===== config.mk =====
export PLATFORM = sky130hd
export DESIGN_NAME = fp_mul_seq
export DESIGN_NICKNAME = d
export VERILOG_FILES = /design/src/rtl/fp_mul_seq_pkg.sv /design/src/rtl/fp_mul_special.sv /design/src/rtl/fp_mul_seq.sv
export SDC_FILE = /design/constraint.sdc
export NUM_CORES = 1
export LEC_CHECK = 0
export BUFFER_PORTS_ARGS = -buffer_cell sky130_fd_sc_hd__buf_2
export CAP_MARGIN = 0
export CORE_MARGIN = 8
export CORE_UTILIZATION = 65
export CTS_CLUSTER_DIAMETER = 80
export CTS_CLUSTER_SIZE = 14
export DETAILED_ROUTE_END_ITERATION = 12
export PLACE_DENSITY = 0.86
export SLEW_MARGIN = 20
export SYNTH_ARGS = -nofsm -noshare
export SYNTH_HDL_FRONTEND = slang
export SYNTH_SLANG_ARGS = --single-unit

===== constraint.sdc =====
create_clock -name clk -period 14.35 [get_ports clk]
set_input_delay 0.7175 -clock clk [delete_from_list [all_inputs] [get_ports clk]]
set_output_delay 0.7175 -clock clk [all_outputs]
set_load 0.01 [all_outputs]

===== src/rtl/fp_mul_seq_pkg.sv =====
// -----------------------------------------------------------------------------
// fp_mul_seq_pkg
// Shared single-precision constants and the multiplier FSM state type.
// Imported by fp_mul_seq (top) and fp_mul_special (special-case classifier).
// -----------------------------------------------------------------------------
package fp_mul_seq_pkg;

  localparam int          FP_BIAS     = 127;
  localparam logic [7:0]  FP_EXP_ONES = 8'hFF;
  localparam logic [31:0] FP_QNAN     = 32'h7FC0_0000;
  localparam int          FP_MANT_W   = 23;

  typedef enum logic [1:0] {
    IDLE = 2'd0,
    MUL  = 2'd1,
    NORM = 2'd2,
    DONE = 2'd3
  } state_t;

endpackage : fp_mul_seq_pkg


===== src/rtl/fp_mul_special.sv =====
// -----------------------------------------------------------------------------
// fp_mul_special
// Purely combinational classifier for operand pairs whose product does not
// need the shift-add datapath.
// Ports:
//   a, b          : fp32 operands
//   out           : special result (valid only when check_special = 1)
//   check_special : operands form a special case
// Priority: NaN or 0*inf -> quiet NaN, then infinity, then zero. Any operand
// with a zero exponent (zero or denormal) is treated as zero.
// -----------------------------------------------------------------------------
module fp_mul_special
  import fp_mul_seq_pkg::*;
(
  input  logic [31:0] a,
  input  logic [31:0] b,
  output logic [31:0] out,
  output logic        check_special
);

  logic [7:0]  exp_a, exp_b;
  logic [22:0] frac_a, frac_b;
  logic        nan_a, nan_b, inf_a, inf_b, zero_a, zero_b, sign_r;

  assign exp_a  = a[30:FP_MANT_W];
  assign exp_b  = b[30:FP_MANT_W];
  assign frac_a = a[FP_MANT_W-1:0];
  assign frac_b = b[FP_MANT_W-1:0];
  assign sign_r = a[31] ^ b[31];

  assign nan_a  = (exp_a == FP_EXP_ONES) && (frac_a != '0);
  assign nan_b  = (exp_b == FP_EXP_ONES) && (frac_b != '0);
  assign inf_a  = (exp_a == FP_EXP_ONES) && (frac_a == '0);
  assign inf_b  = (exp_b == FP_EXP_ONES) && (frac_b == '0);
  assign zero_a = (exp_a == 8'd0);
  assign zero_b = (exp_b == 8'd0);

  always_comb begin
    out           = 32'd0;
    check_special = 1'b1;
    if (nan_a || nan_b || (inf_a && zero_b) || (zero_a && inf_b)) begin
      out = FP_QNAN;
    end else if (inf_a || inf_b) begin
      out = {sign_r, FP_EXP_ONES, 23'd0};
    end else if (zero_a || zero_b) begin
      out = {sign_r, 31'd0};
    end else begin
      check_special = 1'b0;
    end
  end

endmodule : fp_mul_special


===== src/rtl/fp_mul_seq.sv =====
// -----------------------------------------------------------------------------
// fp_mul_seq
// Sequential fp32 multiplier: 24-cycle shift-add mantissa multiply, one
// normalisation cycle, truncating rounding, denormals flushed to zero.
// Ports:
//   clk, rst_n          : clock, asynchronous active-low reset
//   in1, in2            : operands, sampled when in_valid && in_ready
//   in_valid / in_ready : operand handshake (ready only in IDLE)
//   out                 : registered product
//   out_valid/out_ready : result handshake (valid only in DONE)
// -----------------------------------------------------------------------------
module fp_mul_seq
  import fp_mul_seq_pkg::*;
#(
  parameter int DATA_WIDTH = 32
) (
  input  logic                  clk,
  input  logic                  rst_n,
  input  logic [DATA_WIDTH-1:0] in1,
  input  logic [DATA_WIDTH-1:0] in2,
  input  logic                  in_valid,
  output logic                  in_ready,
  output logic [DATA_WIDTH-1:0] out,
  output logic                  out_valid,
  input  logic                  out_ready
);

  localparam logic signed [9:0] BIAS_S    = 10'(FP_BIAS);
  localparam logic signed [9:0] BIAS_M1_S = 10'(FP_BIAS - 1);

  state_t                  state_q;
  logic                    sign_q;
  logic [7:0]              ea_q, eb_q;
  logic [23:0]             ma_q, mb_q;
  logic [47:0]             acc_q;
  logic [4:0]              cnt_q;
  logic [DATA_WIDTH-1:0]   out_q;

  logic [47:0]             partial_d;
  logic [47:0]             acc_d;
  logic signed [9:0]       exp_d;
  logic [22:0]             frac_d;
  logic [31:0]             norm_d;

  logic [31:0]             spec_out;
  logic                    spec_hit;

  fp_mul_special u_special (
    .a             (in1),
    .b             (in2),
    .out           (spec_out),
    .check_special (spec_hit)
  );

  // Shift-add step: multiplier bit cnt_q selects the multiplicand shifted
  // into place; the product builds up LSB first over 24 cycles.
  always_comb begin
    partial_d = 48'd0;
    if (mb_q[cnt_q]) begin
      partial_d = {24'd0, ma_q} << cnt_q;
    end
    acc_d = acc_q + partial_d;
  end

  // Normalisation: the product of two 1.x mantissas lies in [1,4), so at
  // most one position of adjustment; lower bits are truncated.
  always_comb begin
    if (acc_q[47]) begin
      frac_d = acc_q[46:24];
      exp_d  = $signed({2'b00, ea_q}) + $signed({2'b00, eb_q}) - BIAS_M1_S;
    end else begin
      frac_d = acc_q[45:23];
      exp_d  = $signed({2'b00, ea_q}) + $signed({2'b00, eb_q}) - BIAS_S;
    end
    if (exp_d >= 10'sd255) begin
      norm_d = {sign_q, FP_EXP_ONES, 23'd0};
    end else if (exp_d <= 10'sd0) begin
      norm_d = {sign_q, 31'd0};
    end else begin
      norm_d = {sign_q, exp_d[7:0], frac_d};
    end
  end

  always_ff @(posedge clk or negedge rst_n) begin
    if (!rst_n) begin
      state_q <= IDLE;
      sign_q  <= 1'b0;
      ea_q    <= 8'd0;
      eb_q    <= 8'd0;
      ma_q    <= 24'd0;
      mb_q    <= 24'd0;
      acc_q   <= 48'd0;
      cnt_q   <= 5'd0;
      out_q   <= '0;
    end else begin
      case (state_q)
        IDLE: begin
          if (in_valid) begin
            sign_q <= in1[31] ^ in2[31];
            ea_q   <= in1[30:FP_MANT_W];
            eb_q   <= in2[30:FP_MANT_W];
            ma_q   <= {1'b1, in1[FP_MANT_W-1:0]};
            mb_q   <= {1'b1, in2[FP_MANT_W-1:0]};
            acc_q  <= 48'd0;
            cnt_q  <= 5'd0;
            if (spec_hit) begin
              out_q   <= spec_out;
              state_q <= DONE;
            end else begin
              state_q <= MUL;
            end
          end
        end
        MUL: begin
          acc_q <= acc_d;
          cnt_q <= cnt_q + 5'd1;
          if (cnt_q == 5'd23) begin
            state_q <= NORM;
          end
        end
        NORM: begin
          out_q   <= norm_d;
          state_q <= DONE;
        end
        DONE: begin
          if (out_ready) begin
            state_q <= IDLE;
          end
        end
        default: state_q <= IDLE;
      endcase
    end
  end

  // Handshake flags decode the state register only, so no input reaches
  // any output combinationally.
  assign in_ready  = (state_q == IDLE);
  assign out_valid = (state_q == DONE);
  assign out       = out_q;

endmodule : fp_mul_seq

After elaboration in Yosys (flattened, before gate mapping)
Cells that the tools add are included.
{"block": "totals", "ff_bits": 152, "elab_cells": 78}
{"block": "op_classes", "add_sub_neg": 5, "order_cmp": 3, "eq_ne": 10, "shifts": 1, "mux": 25, "bitwise": 1, "n_reduce_logical": 24}
{"op": "32-bit 2-to-1 mux", "n": 5}
{"op": "48-bit 2-to-1 mux", "n": 2}
{"op": "48-bit case mux with 2 select lines", "n": 1}
{"op": "32-bit case mux with 2 select lines", "n": 1}
{"op": "31-bit 2-to-1 mux", "n": 2}
{"op": "48-bit adder", "n": 1}
{"op": "24-bit by 5-bit << shifter with 48-bit output", "n": 1}
{"op": "23-bit logical NOT", "n": 2}
{"op": "23-bit nonzero test", "n": 2}
{"op": "23-bit 2-to-1 mux", "n": 1}
{"op": "8-bit equality test (second input constant)", "n": 2}
{"op": "8-bit logical NOT", "n": 2}
{"op": "10-bit by 9-bit greater-or-equal comparator with 1-bit output (second input constant)", "n": 1}
{"op": "10-bit by 1-bit less-or-equal comparator with 1-bit output (second input constant)", "n": 1}
{"op": "10-bit 2-to-1 mux", "n": 1}
{"op": "5-bit case mux with 2 select lines", "n": 1}
{"op": "10-bit by 8-bit subtractor with 10-bit output (second input constant)", "n": 1}
{"op": "9-bit by 7-bit subtractor with 10-bit output (second input constant)", "n": 1}
{"op": "8-bit by 8-bit adder with 9-bit output", "n": 1}
{"op": "2-bit 2-to-1 mux", "n": 4}
{"op": "2-bit case mux with 4 select lines", "n": 1}
{"op": "1-bit logical AND", "n": 6}
{"op": "5-bit by 6-bit less-than comparator with 1-bit output (second input constant)", "n": 1}
{"op": "3-bit AND reduction", "n": 2}
{"op": "other kinds (14)", "n": 26}

Depth between registers and ports, before layout
Gate-level depths: netlist (run 1).
{"block": "depth", "word_depth": 9, "ltp_mapped": 22, "mapped_depth_nobuf": 19}

By module
Synthesis (run 1) repeated with hierarchy kept, for this count alone.
{"block": "unflattened", "cells_unflattened": 1352, "area_unflattened_um2": 11984.0}
{"module": "fp_mul_seq", "instances": 1, "cells_per_inst": 1284, "area_each_um2": 11509.8, "seq_area_each_um2": 3778.6}
{"module": "fp_mul_special", "instances": 1, "cells_per_inst": 68, "area_each_um2": 474.2, "seq_area_each_um2": 0.0}

Worst setup path before layout (run 1)
OpenSTA, ideal clock, no wires.
{"block": "synth_timing", "path_kind": "register to register", "from": "reg cnt_q[1]", "to": "reg acc_q[44]", "setup_time_ps": 131, "t_arrival_ps": 4686, "required_time_ps": 14219, "path_slack_ps": 9532, "stages_incl_launch_ff": 19, "path_buffers": 3, "synth_period_minus_slack_ps": 4818, "path_cell_list": "dfrtp_1 -> buf_2 -> mux4_2 -> mux4_2 -> nand2_1 -> and2_1 -> clkbuf_1 -> buf_2 -> nor2_1 -> ha_1 -> a21oi_2 -> a21oi_2 -> nor2b_1 -> or3_4 -> or4_4 -> o211ai_2 -> nand4_2 -> and4b_1 -> or3_1"}
{"block": "synth_between", "elab_chain_len": 5, "elab_cells_between_ends": 6}
{"element": "start, declared", "line": "fp_mul_seq.sv:36", "rtl": "logic [4:0] cnt_q;"}
{"element": "start signal, assigned", "line": "fp_mul_seq.sv:116", "rtl": "cnt_q <= cnt_q + 5'd1;"}
{"element": "1-bit binary-select mux with 5-bit select", "line": "fp_mul_seq.sv:59", "rtl": "if (mb_q[cnt_q]) begin"}
{"element": "1-bit 2-to-1 mux (not written as such)", "line": "fp_mul_seq.sv:59"}
{"element": "48-bit 2-to-1 mux (*)", "line": "fp_mul_seq.sv:59"}
{"element": "48-bit adder (*)", "line": "fp_mul_seq.sv:62", "rtl": "acc_d = acc_q + partial_d;"}
{"element": "48-bit case mux with 2 select lines (*)", "line": "fp_mul_seq.sv:96", "rtl": "case (state_q)"}
{"element": "end signal, assigned", "line": "fp_mul_seq.sv:92", "rtl": "acc_q <= 48'd0;"}
{"element": "end signal, assigned", "line": "fp_mul_seq.sv:104", "rtl": "acc_q <= 48'd0;"}
{"element": "end signal, assigned", "line": "fp_mul_seq.sv:115", "rtl": "acc_q <= acc_d;"}
{"element": "end, declared", "line": "fp_mul_seq.sv:35", "rtl": "logic [47:0] acc_q;"}
Mark *: on every way between the ends. The rest lies on a longest branch, timed or not. The select of a mux whose other input is x is not followed.
A chain may end at the register's enable or synchronous reset.

Worst setup path after layout (run 1)
{"block": "layout_timing", "from": "reg cnt_q[1]", "to": "reg acc_q[45]"}
The elaborated chain is that of the path after synthesis.

==> results_dict.tcl, run 1 <==
set metrics [dict create \
    status "complete, no violations" \
    synth-async-reset-ratio 1.000 \
    final_util 0.7256 \
    drc 0 \
    internal_power_mw 1.740 \
    critPathLaunch "cnt_q[1]" \
    syn_nets 1378 \
    crit_path_end_kind "register" \
    num_vias 9942 \
    die_area_um2 21910 \
    synth_edf_count 0 \
    start_util 0.6597 \
    path_max_fanout 41 \
    dp_worst_setup_slack_ns 8.726 \
    wl_per_cell_um 19.78 \
    grt_pass1_wl_um 50340 \
    hold_buffers 0 \
    drive_gt1_frac 0.1991 \
    fin_cells 1541 \
    antenna_found_initial 0 \
    start_kind "register" \
    antenna_left 0 \
    max-clock-path-buffers 2 \
    cts_setup_buffers 0 \
    drt_iter0_drc 928 \
    synthTopCellsByArea "dfrtp_1 33%, mux2_2 7.3%, ha_1 6.8%" \
    cts-root-buf "clkbuf_16" \
    hp-class "in2async" \
    cap_violations 0 \
    finalHoldViolCount 0 \
    leakagePower_nw 5.444 \
    nets 1435 \
    fmax_ghz 0.1738 \
    portBuffers 101 \
    cp.arrival_ns 6.08 \
    required_ns 14.68 \
    grt-ovfl-total 0 \
    synth_common_cells "151 x dfrtp_1, 151 x nand2_1, 103 x nor2_1, 92 x o21ai_0, 73 x mux2_2" \
    rsz0062_at_grt "false" \
    synth-main-ff-cell "dfrtp_1" \
    placed_area_um2 11850 \
    num_rows 48 \
    tightestPinTransition_ns 0.9580 \
    synth_largest_area_cell "dfrtp_1" \
    peakVddDrop_mv 0.2133 \
    synth_cell_types 81 \
    power.share.switching 0.4805 \
    vias_per_cell 6.452 \
    synth_top_cell_area_share 0.3334 \
    path_class "reg2reg" \
    reg2reg_from "cnt_q[1]" \
    final_max_slew_viol_count 0 \
    cts_tree "yes" \
    dp.cells 1509 \
    clkSinkCount 151 \
    power.total_mw 3.349 \
    h-tree-depth 4 \
    io_pins 102 \
    tns_ns 0 \
    wl_um 30490 \
    clkTransAtPathRegs_ns 0.07 \
    clk_latency_ns 0.44 \
    fillCellCount 1344 \
    num_antenna_cells 0 \
    place.gp.congestion 0.9746 \
    fin_hold_ws_ns 0.3515 \
    power_switching_mw 1.609 \
    dp_hpwl_um 22400 \
    synth_cells 1246 \
    p_comb_frac 0.630 \
    die_x_um 148.0 \
    synth_seq_cells 151 \
    first_pass_iters 5 \
    yosysSeqAreaShare 0.3334 \
    cts_buffers 17 \
    avgSynthCellArea_um2 9.095 \
    final.setup.worst_slack_ns 8.595 \
    period_share 0.4010 \
    syn2layout_area_growth_pct 9.981 \
    grtUsageTotal 0.2825 \
    finish.instance_area_um2 12460 \
    setup_viol 0 \
    powerDensity_nw_per_um2 268.7 \
    clkPwrFrac 0.143 \
    post-route-min-period_ns 5.755 \
    cts_resized 0 \
    clock_skew_ns 0.01383 \
    netlist_area_um2 11330 \
    grt_pass1_vias 9734 \
    core_area_um2 17180 \
    grt_max_degree 92 \
    die_y_um 148.0 \
    synth-warning-count 0 \
    max_slew_margin 0.3613 \
    power_frac_seq 0.228 \
    ff2ff_path_depth 16 \
]
## layer usage
metal	vias up	GRT usage	wire, µm
met5	-	0	0
met4	0	0.1086	935
met3	90	0.05319	2012
met2	393	0.4502	14440
met1	4756	0.3746	13100
li1	4703	-	-
## cell usage in the layout, fill, tap and decap left out, types with 30 or more instances in the layout
cell type  Yosys  final
a21oi_1       65     65
buf_2          8    100
dfrtp_1      151    150
ha_1          62     62
mux2_2        73     73
mux2i_1       53     52
nand2_1      151    150
nor2_1       103    103
o21ai_0       92     92
xnor2_1       30     30
## critical path: stages (launching register included)
cell and delay (ns):
dfrtp_1 0.36, buf_4 0.43, mux4_2 0.57, mux4_2 0.53, nand2_1 0.24, and2_1 0.71, nor2_1 0.13, ha_1 0.41
a211oi_1 0.31, o211ai_1 0.17, a41oi_1 0.23, o21ai_0 0.10, a211oi_1 0.59, o211ai_1 0.25, a21oi_1 0.27, o22ai_1 0.10
a211o_1 0.23
## power by group through the flow
| stage | combinational [mW] | sequential [mW] | clock [mW] |
|---|---|---|---|
| after floorplan | 1.64 | 0.718 | 0 |
| after global placement | 2.00 | 0.755 | 0 |
| after detailed placement | 2.06 | 0.767 | 0 |
| after CTS | 2.08 | 0.759 | 0.480 |
| after global routing | 2.32 | 0.785 | 0.496 |
| final | 2.11 | 0.762 | 0.478 |
## state kept, by name, indices dropped and copies added, names as in the netlist
| name | count |
|---|---|
| acc_q | 48 |
| out | 32 |
| ma_q | 24 |
| mb_q | 23 |
| ea_q | 8 |
| eb_q | 8 |
| cnt_q | 5 |
| state_q | 2 |
| sign_q | 1 |
## path summary, 6_finish.rpt
kind / end / slack, ns
setup / recovery: acc_q[45] / 8.60
hold / removal: ma_q[20] / 0.35
setup reg to reg: acc_q[45] / 8.60
hold reg to reg: out[11] / 0.48
max in group asynchronous: acc_q[31] / 12.68
min in group clk: out[11] / 0.48
## logic make-up (layout without fill, tap and decap cells)
family,Yosys count,after routing,synth area share
adders and majority gates,64,64,0.07199
AOI/OAI and AO/OA,344,344,0.1957
and+or+nand+nor,393,393,0.1620
xor gates and xnor gates,53,53,0.04218
DFF,151,151,0.3334
buffers and inverters,97,167,0.03964
muxes,144,144,0.1551
## layout make-up
type,instances,area (µm²),share of cell area
inverter,25,93.84,0.007529
timing repair buffer,110,579.3,0.04648
clock inverter,14,178.9,0.01436
clock buffer,18,439.2,0.03524
tap,225,281.5,0.02259
sequential,151,3780,0.3033
multi-input combinational,998,7111,0.5705
Note: power is estimated with default switching activity, not from simulation.
==> run 2, diff against run 1 <==
--- a/config.mk
+++ b/config.mk
@@ -8,11 +8,11 @@
 export BUFFER_PORTS_ARGS = -buffer_cell sky130_fd_sc_hd__buf_2
 export CAP_MARGIN = 0
 export CORE_MARGIN = 8
-export CORE_UTILIZATION = 65
+export CORE_UTILIZATION = 55
 export CTS_CLUSTER_DIAMETER = 80
 export CTS_CLUSTER_SIZE = 14
 export DETAILED_ROUTE_END_ITERATION = 12
-export PLACE_DENSITY = 0.86
+export PLACE_DENSITY = 0.78
 export SLEW_MARGIN = 20
 export SYNTH_ARGS = -nofsm -noshare
 export SYNTH_HDL_FRONTEND = slang
==> constraint.sdc (replaced) <==
create_clock -name clk -period 4.6 [get_ports clk]
set_input_delay 0.23 -clock clk [delete_from_list [all_inputs] [get_ports clk]]
set_output_delay 0.23 -clock clk [all_outputs]
set_load 0.01 [all_outputs]
==> run 2 against run 1 <==
Compared with the run above:
- clock power increased to 3.0 times the previous value
- die area rose by 16%
- critical path type unchanged
- non-clock buffer count up 53
- clock skew is 0.0020 ns lower
- maximum frequency grew 28%
- count of clock-buffer cells in the layout decreased by 1
- critical path depth shrank 2
- largest power group unchanged
- power rose to 3.3 times the previous value
- final cell count rose by 6.4%
- via count is 1.5% higher
- utilization decreased by 8.0 points
==> results_dict.tcl, run 2 (synthesis gave the netlist of run 1 again) <==
set metrics [dict create \
    status "complete, no violations" \
    cts_buffers 17 \
    cp.arrival_ns 4.81 \
    die_y_um 159.5 \
    finish.instance_area_um2 13070 \
    top_register "acc_q" \
    max_slew_margin 0.4227 \
    tightestPinTransition_ns 0.8659 \
    final_common_cell "dfrtp_1" \
    start_util 0.5600 \
    wl_per_cell_um 18.79 \
    vias_per_cell 6.156 \
    period_share 0.9775 \
    grtUsageTotal 0.2395 \
    fin_hold_ws_ns 0.03851 \
    num_antenna_cells 0 \
    core_area_um2 20230 \
    largest_reg_flops 48 \
    placed_area_um2 12250 \
    io_pins 102 \
    drive_gt1_frac 0.2440 \
    cts_tree "yes" \
    start_kind "register" \
    grt-ovfl-total 0 \
    path_common_cell "mux4_2" \
    h-tree-depth 4 \
    first_pass_iters 8 \
    die_x_um 159.5 \
    grt_pass1_wl_um 50510 \
    peakVddDrop_mv 0.4164 \
    max-clock-path-buffers 2 \
    powerDensity_nw_per_um2 840.0 \
    clock_skew_ns 0.01187 \
    drt_iter0_drc 717 \
    cts-root-buf "clkbuf_16" \
    antenna_found_initial 0 \
    wl_um 30800 \
    final_util 0.6459 \
    fmax_ghz 0.2224 \
    drc 0 \
    path_class "reg2reg" \
    finalHoldViolCount 0 \
    slowest_delay_ns 0.56 \
    clk_latency_ns 0.44 \
    syn2layout_area_growth_pct 15.34 \
    portBuffers 101 \
    antenna_left 0 \
    num_vias 10090 \
    place.gp.congestion 0.9963 \
    cp_slowest_cell "mux4_2" \
    clkSinkCount 151 \
    worstPathCellList "mux4_2 -> mux4_2 -> nand2_4 -> and2_4 -> buf_6 -> nor2_1 -> ha_1 -> nand2_2 -> or3_4 -> or4_4 -> o211ai_4 -> nand4_4 -> and4b_1 -> or3_1" \
    cap_violations 0 \
    power.total_mw 10.98 \
    leakagePower_nw 5.741 \
    required_ns 4.91 \
    num_rows 52 \
    dp_hpwl_um 23180 \
    final_max_slew_viol_count 0 \
    grt_max_degree 110 \
    setup_viol 0 \
    crit_path_end_kind "register" \
    nets 1488 \
    clkTransAtPathRegs_ns 0.07 \
    layout_common_cells "149 x dfrtp_1, 148 x nand2_1, 102 x nor2_1" \
    die_area_um2 25450 \
    path_max_fanout 10 \
    post-route-min-period_ns 4.496 \
    hp-class "in2reg" \
    grt_pass1_vias 9795 \
]
-- run 2: cell types whose count changed in the layout (fill, tap and decap cells not counted), sizes merged --
cell,previous run,this run
buf,110,162
clkinv,2,7
clkinvlp,3,0
bufinv,2,0
clkbuf,18,17
dlygate4sd3,0,1
inv,32,33
-- run 2: layout make-up --
cell class | instances | area, µm²
Timing Repair Buffer | 163 | 1018
Tap cell | 270 | 337.8
Inverter | 25 | 93.84
Sequential cell | 151 | 3784
Clock buffer | 17 | 425.4
Multi-Input combinational cell | 998 | 7232
Clock inverter | 15 | 178.9
Fill cell | 1681 | 7164
-- run 2: critical path, delay by kind of cell, from the launching register on --
kind            cells  cell delay, ns
mux                 2            1.10
compound gates      1            0.27
buf+inv             1            0.14
fa+ha+maj           1            0.37
simple gates        9            2.01
flops               1            0.48
-- run 2: per-stage QoR --
step	worst slack (ns)	cells	TNS (ns)
global route	-0.03079	1639	-0.04182
detailed placement	-0.02523	1598	-0.02523
floorplan	0.03515	1246	0
global placement	0.08812	1598	0
CTS	0.01953	1631	0
finish	0.1036	1639	0
-- run 2: metal layers --
metal	GRT usage	vias to the layer above	routed length (µm)
met2	0.3776	369	14440
met5	0	-	0
met4	0.08190	0	707
met3	0.04447	52	1781
li1	-	4806	-
met1	0.3253	4862	13870
-- run 2: where the power goes --
part	leakage (nW)	internal [mW]	switching (mW)
registers	1.91	1.89	0.456
clock network	0.295	0.736	0.688
logic	3.53	3.13	4.07
-- run 2: path summary, 6_finish.rpt --
| check | from | end | slack (ns) | cells after the start |
|---|---|---|---|---|
| min in group asynchronous | rst_n | ma_q[3] | 0.23 | 2 |
| setup reg to reg | cnt_q[1] | acc_q[44] | 0.10 | 14 |
| setup / recovery | cnt_q[1] | acc_q[44] | 0.10 | 14 |
| hold / removal | in1[11] | ma_q[11] | 0.04 | 2 |
| hold reg to reg | out[12] | out[12] | 0.48 | 2 |
| max in group asynchronous | rst_n | acc_q[28] | 3.52 | 3 |
-- run 2: what timing repair did --
action,4_1_cts,5_1_grt
buffers inserted,0,7
hold buffers,1,0
resized for setup,2,28
hold endpoints to repair,58,0
pin swaps,0,9
setup endpoints to repair,1,15
